===== src/rtl/psychic5_romrq_arbiter.sv =====
// N-channel ROM fetch arbiter sharing one SDRAM read port. Each channel keeps
// a last-address data latch so repeated fetches of the same address are free.
module psychic5_romrq_arbiter #(
  parameter int NCH     = 2,
  parameter int AW      = 17,
  parameter int DW      = 8,
  parameter int RR_MODE = 0
) (
  input  logic              i_EMU_MCLK,
  input  logic              i_EMU_INITRST,
  input  logic              i_FLUSH,
  input  logic [NCH-1:0]    i_RQ_n,
  input  logic [NCH*AW-1:0] i_RQ_ADDR,
  output logic [NCH*DW-1:0] o_DATA,
  output logic [NCH-1:0]    o_READY,
  output logic [AW-1:0]     o_SDRAM_ADDR,
  output logic              o_SDRAM_RQ,
  input  logic              i_SDRAM_VALID,
  input  logic [DW-1:0]     i_SDRAM_DATA
);

  localparam int CW = (NCH > 1) ? $clog2(NCH) : 1;
  localparam int unsigned NCHU = NCH;

  typedef enum logic {ST_IDLE, ST_ISSUE} state_t;

  state_t            state, state_nx;
  logic [AW-1:0]     laddr [NCH];
  logic [DW-1:0]     ldata [NCH];
  logic [NCH-1:0]    lvalid;
  logic [AW-1:0]     gaddr;
  logic [CW-1:0]     gch;
  logic [CW-1:0]     ptr;
  logic [NCH-1:0]    pend;
  logic [CW-1:0]     win;
  logic [CW-1:0]     cand;
  logic [AW-1:0]     win_addr;
  logic              win_found;
  logic              grant;
  int unsigned       rr_idx;

  always_comb begin
    o_READY = '0;
    o_DATA  = '0;
    for (int unsigned k = 0; k < NCHU; k++) begin
      o_READY[k]            = lvalid[k] && (laddr[k] == i_RQ_ADDR[k*AW +: AW]);
      o_DATA[k*DW +: DW]    = ldata[k];
    end
  end

  assign pend = ~i_RQ_n & ~o_READY;

  // Round-robin scans upward from the channel after the last grant, wrapping.
  always_comb begin
    win       = '0;
    win_addr  = '0;
    win_found = 1'b0;
    cand      = '0;
    rr_idx    = 0;
    for (int unsigned j = 0; j < NCHU; j++) begin
      if (RR_MODE == 0) begin
        rr_idx = j;
      end else begin
        rr_idx = 32'(ptr) + j + 1;
        if (rr_idx >= NCHU) rr_idx = rr_idx - NCHU;
      end
      cand = CW'(rr_idx);
      if (pend[cand] && !win_found) begin
        win_found = 1'b1;
        win       = cand;
        win_addr  = i_RQ_ADDR[32'(cand)*AW +: AW];
      end
    end
  end

  always_comb begin
    state_nx = state;
    grant    = 1'b0;
    unique case (state)
      ST_IDLE: begin
        if (win_found) begin
          grant    = 1'b1;
          state_nx = ST_ISSUE;
        end
      end
      ST_ISSUE: begin
        if (i_SDRAM_VALID) state_nx = ST_IDLE;
      end
      default: state_nx = ST_IDLE;
    endcase
  end

  always_ff @(posedge i_EMU_MCLK) begin
    if (i_EMU_INITRST) state <= ST_IDLE;
    else               state <= state_nx;
  end

  assign o_SDRAM_RQ   = (state == ST_ISSUE);
  assign o_SDRAM_ADDR = gaddr;

  // The fill write is ordered after the flush so it wins for the granted channel.
  always_ff @(posedge i_EMU_MCLK) begin
    if (i_EMU_INITRST) begin
      for (int unsigned k = 0; k < NCHU; k++) begin
        laddr[k] <= '0;
        ldata[k] <= '0;
      end
      lvalid <= '0;
      gaddr  <= '0;
      gch    <= '0;
      ptr    <= CW'(NCH - 1);
    end else begin
      if (grant) begin
        gaddr <= win_addr;
        gch   <= win;
        ptr   <= win;
      end
      if (i_FLUSH) lvalid <= '0;
      if (state == ST_ISSUE && i_SDRAM_VALID) begin
        laddr[gch]  <= gaddr;
        ldata[gch]  <= i_SDRAM_DATA;
        lvalid[gch] <= 1'b1;
      end
    end
  end

endmodule


===== config.mk =====
export PLATFORM = sky130hd
export DESIGN_NAME = psychic5_romrq_arbiter
export DESIGN_NICKNAME = d
export VERILOG_FILES = /design/src/rtl/psychic5_romrq_arbiter.sv
export SDC_FILE = /design/constraint.sdc
export NUM_CORES = 1
export LEC_CHECK = 0
export BUFFER_PORTS_ARGS = -buffer_cell sky130_fd_sc_hd__buf_2
export CORE_UTILIZATION = 48
export CTS_CLUSTER_SIZE = 25
export DETAILED_ROUTE_END_ITERATION = 8
export PLACE_DENSITY = 0.8
export SLEW_MARGIN = 20
export SYNTH_ARGS = -nofsm -noshare
export SYNTH_HDL_FRONTEND = slang
export SYNTH_SLANG_ARGS = --single-unit
export TNS_END_PERCENT = 10

===== constraint.sdc =====
create_clock -name i_EMU_MCLK -period 1.67 [get_ports i_EMU_MCLK]
set_input_delay 0.334 -clock i_EMU_MCLK [delete_from_list [all_inputs] [get_ports i_EMU_MCLK]]
set_output_delay 0.334 -clock i_EMU_MCLK [all_outputs]
set_load 0.01 [all_outputs]

; Word level (Yosys, flattened, before mapping)
; Memory sizes are Yosys's and may differ from the RTL's.
; Index checks and enable logic that the tools add are counted.
[totals]
memories = 2
out_inout_bits = 36
register_bits = 21
in_bits = 48
elab_cells = 48
ram_bits = 50
[classes]
muxes = 25
n_reduce_logical = 8
n_bitwise = 5
eq_ne = 2
order_cmp = 2
[memory_table]
columns = name, words, width, read_ports, rd_ports_with_merged_regs, wr, line
row1 = laddr, 2, 17, 2, 0, 2, 28  ; logic [AW-1:0] laddr [NCH];
row2 = ldata, 2, 8, 2, 0, 2, 29  ; logic [DW-1:0] ldata [NCH];
[ops]
columns = operator, n
row1 = $mux 17, 3
row2 = $eq 17x17->1, 2
row3 = $reduce_or 17->1, 1
row4 = $mux 1, 16
row5 = $mux 8, 1
row6 = $reduce_or 8->1, 1
row7 = $mux 2, 3
row8 = $logic_and 1x1->1, 5
row9 = $not 2->2, 2
row10 = $and 2x2->2, 1
row11 = $lt 1x2->1 const B, 1
row12 = $or 2x2->2, 1
row13 = $pmux 1 s2, 1
row14 = $demux 1 s1, 1
row15 = $ge 1x1->1 const B, 1
row16 = $logic_not 1->1, 1
row17 = $not 1->1, 1

; Depth between registers and ports, before layout
; An unclocked memory read counts as a cell.
[logic_depth]
depth_word = 11
ltp_mapped = 7
depth_no_buf = 6

; Worst setup path after synthesis
; OpenSTA, ideal clock, no wires.
[synth_path]
path_kind = reg-to-reg
start = reg state, in the netlist o_SDRAM_RQ
end = mem laddr[1][0] (enable)
t_required_ns = 1.309
setup_time_ns = 0.361
synth_period_minus_slack_ns = 1.923
arrival_time_ns = 1.561
slack_ns = -0.253
stages_incl_launch_ff = 5
path_buffers = 1
path_cell_list = dfxtp_1 clkbuf_1 nand2_1 nor3b_1 or2_2
[synth_lines]
columns = item, line
row1 = start: declaration, 27  ; state_t state, state_nx;
row2 = start signal: assignment, 95  ; else state <= state_nx;
row3 = end: declaration, 28

==> impl_metrics.json <==
{
  "ys_seq_elements": 71,
  "synth.area.top_cells": "edfxtp_1, dfxtp_1, and2_1, xnor2_1, xor2_1",
  "worstPathRequired_ps": 1340,
  "remaining_drc_errors": 0,
  "peakVddDrop_mv": 0.4294,
  "ys_warn_count": 0,
  "hpwl_mm": 5.604,
  "numCtsBuffers": 9,
  "portBuffers": 83,
  "violations": "setup timing",
  "overflow": 0,
  "powerDensity_nw_per_um2": 934.1,
  "initial_core_util_pct": 50.93,
  "die_x_microns": 85.02,
  "post-route-period-util_pct": 126.2,
  "syn-cell-area_sq_um": 3308,
  "reg2reg_setup_slack_ps": -280,
  "clock_tree.root_cell": "clkbuf_8",
  "diodes": 0,
  "synth-compound-area-share_pct": 7.753,
  "rr_worst_depth": 7,
  "grt.total_usage_pct": 23.51,
  "insertion_delay_ps": 340,
  "tightest_slew_ps": 477.8,
  "die_y_microns": 85.02,
  "ys_seq_area_share_pct": 58.09,
  "fin_crit_ps": 2107,
  "final_nets": 430,
  "dr.pass1.iters": 4,
  "rsz0062_at_grt": "true",
  "hold_depth": 2,
  "fillers": 469,
  "num_rows": 29,
  "synth_xor_area_share_pct": 9.002,
  "syn_avg_cell_area_sq_um": 12.12,
  "routed_wl_mm": 8.517,
  "area_delta_synth_final_pct": 31.66,
  "wl_per_cell_microns": 18.36,
  "place_ws_ps": -424.4,
  "leakage_nw": 1.811,
  "yosys.area.top_type": "edfxtp_1",
  "layout-drive-gt1-share_pct": 40.57,
  "synth_top_family_by_area": "simple AND/OR/NAND/NOR gates",
  "status": "finished with violations",
  "grt_first_pass_wirelength_mm": 12.74,
  "clk_pin_slew_ps": 70,
  "finalSetupViolations": 21,
  "cts.sinks": 71,
  "grt_max_degree": 27,
  "worst_slack_ps": -437.3,
  "ios": 84,
  "hold_buffers": 0,
  "endpoint_kind": "output pin",
  "drtIter0Drc": 166,
  "holdWs_ps": 280.0,
  "synthMuxAreaShare_pct": 0,
  "maxCapViolations": 0,
  "yosys.area_share.simple_pct": 22.58,
  "hold_path.class": "primary input to flip-flop",
  "critPathKind": "flip-flop to output pin",
  "cts_tree": "done",
  "first_global_vias": 2533,
  "clk_path_buf_depth": 2,
  "worstPathMaxFanout": 2,
  "ant_nets": 0,
  "synth.distinct_cells": 32,
  "fmax_mhz": 474.6,
  "slew_headroom_pct": 68.15,
  "die_area_sq_um": 7228,
  "cp.arrival_ps": 1770,
  "synth_top_area_share_pct": 45.39,
  "drv_slew": 0,
  "via_count": 2619,
  "grt_antenna_before_repair": 0,
  "routed_via_density": 5.644,
  "finalHoldViolations": 0,
  "core_sq_um": 6495,
  "clock-skew-final_ps": 8.473,
  "netlist_instances": 273,
  "synthAdderAreaFrac_pct": 0,
  "cp-start-kind": "flip-flop",
  "syn_nets": 321,
  "htree_levels": 3,
  "routabilityCongestion": 0.8626
}
## synthesized netlist by cell type, drive strengths merged
| cell | instances |
|---|---|
| buf | 5 |
| nor4 | 21 |
| nand2 | 2 |
| o21a | 1 |
| a221oi | 17 |
| o31a | 1 |
| or2 | 3 |
| and4 | 1 |
| a21oi | 2 |
| dfxtp | 21 |
| nor3 | 4 |
| nor3b | 1 |
| nand2b | 17 |
| inv | 1 |
| a2bb2oi | 1 |
| xnor2 | 18 |
| a41oi | 1 |
| nand3 | 1 |
| or3 | 1 |
| clkbuf | 12 |
| a21o | 2 |
| nand4 | 4 |
| xor2 | 16 |
| nor2 | 20 |
| edfxtp | 50 |
| and2 | 50 |
## sequential cells by signal, indices dropped and copies added, names as in the netlist
signal / cells
laddr: 34
o_SDRAM_ADDR: 17
ldata: 16
lvalid: 2
gch: 1
o_SDRAM_RQ: 1
## through the flow
| step | total power [mW] | instances | util, % | instance area (sq um) | setup TNS [ps] |
|---|---|---|---|---|---|
| 3_3_place_gp | 2.695 | 446 | 61.45 | 3991 | -5684 |
| 4_1_cts | 4.036 | 464 | 65.59 | 4260 | -4565 |
| 3_5_place_dp | 2.714 | 446 | 61.45 | 3991 | -6829 |
| 5_1_grt | 4.207 | 464 | 67.06 | 4355 | -7319 |
| 2_1_floorplan | 2.420 | 273 | - | 3318 | -3898 |
| 6_report | 4.068 | 464 | 67.06 | 4355 | -5565 |
## routing by layer
| metal | GRT usage [%] | share of wire [%] |
|---|---|---|
| met3 | 4.475 | 8.1 |
| met2 | 38.49 | 48 |
| met5 | 0 | 0 |
| met4 | 8.783 | 2.3 |
| met1 | 31.22 | 41 |
## final cells by class
class / count / area [sq um] / share of cell area [%]
sequential: 71 / 1922 / 44.13
timing repair buffer: 115 / 704.4 / 16.17
clock buffer: 15 / 156.4 / 3.591
clock inverter: 1 / 30.03 / 0.6895
inverter: 1 / 3.754 / 0.08618
tap: 77 / 96.34 / 2.212
multi-input combinational: 184 / 1443 / 33.12
## report_power, final
| group | switching [mW] | internal (mW) | total, mW |
|---|---|---|---|
| clock network | 0.602 | 0.736 | 1.34 |
| registers | 0.0923 | 2.01 | 2.10 |
| logic | 0.339 | 0.287 | 0.626 |
| total | 1.03 | 3.03 | 4.07 |
## placed cells by master (no fill, tap or decap), types with 2 or more instances in the layout
cell type,Yosys,final
buf_2,2,82
and2_1,50,50
edfxtp_1,50,50
buf_4,2,24
dfxtp_1,21,21
nor2_1,20,20
nand2b_1,17,17
xor2_1,16,15
a221oi_1,15,14
nor4_1,20,11
xnor2_1,18,11
nor4_2,1,10
clkbuf_8,0,10
xnor2_2,0,7
buf_6,1,7
clkbuf_1,12,5
nand4_1,4,4
a221oi_2,2,3
nand2_1,2,2
nor3_2,1,2
or2_4,0,2
a21o_1,2,2
## critical path: stages, from the launching register on
cell and delay, ps:
edfxtp_1 380, xor2_1 190, nor4_1 300, nand3_1 170
nor3_4 170, buf_6 130, buf_6 90
## repair_timing
action | 4_1_cts | 5_1_grt
buffers inserted | 2 | 0
gates resized for setup | 12 | 16
pin swaps | 9 | 7
setup endpoints to repair | 21 | 21
## worst paths after layout
check | startpoint | end
worst max-delay path | laddr[1][2] | o_READY[1]
worst max register to register | laddr[0][10] | o_SDRAM_ADDR[10]
worst min-delay path | i_SDRAM_DATA[5] | ldata[1][5]
worst min register to register | lvalid[1] | lvalid[1]
## cells by family after synthesis
family	Yosys count
AOI/OAI and AO/OA	25
xor gates and xnor gates	34
buffers and inverters	18
DFF	71
and+or+nand+nor	125
Power figures use the tool's default switching activity.
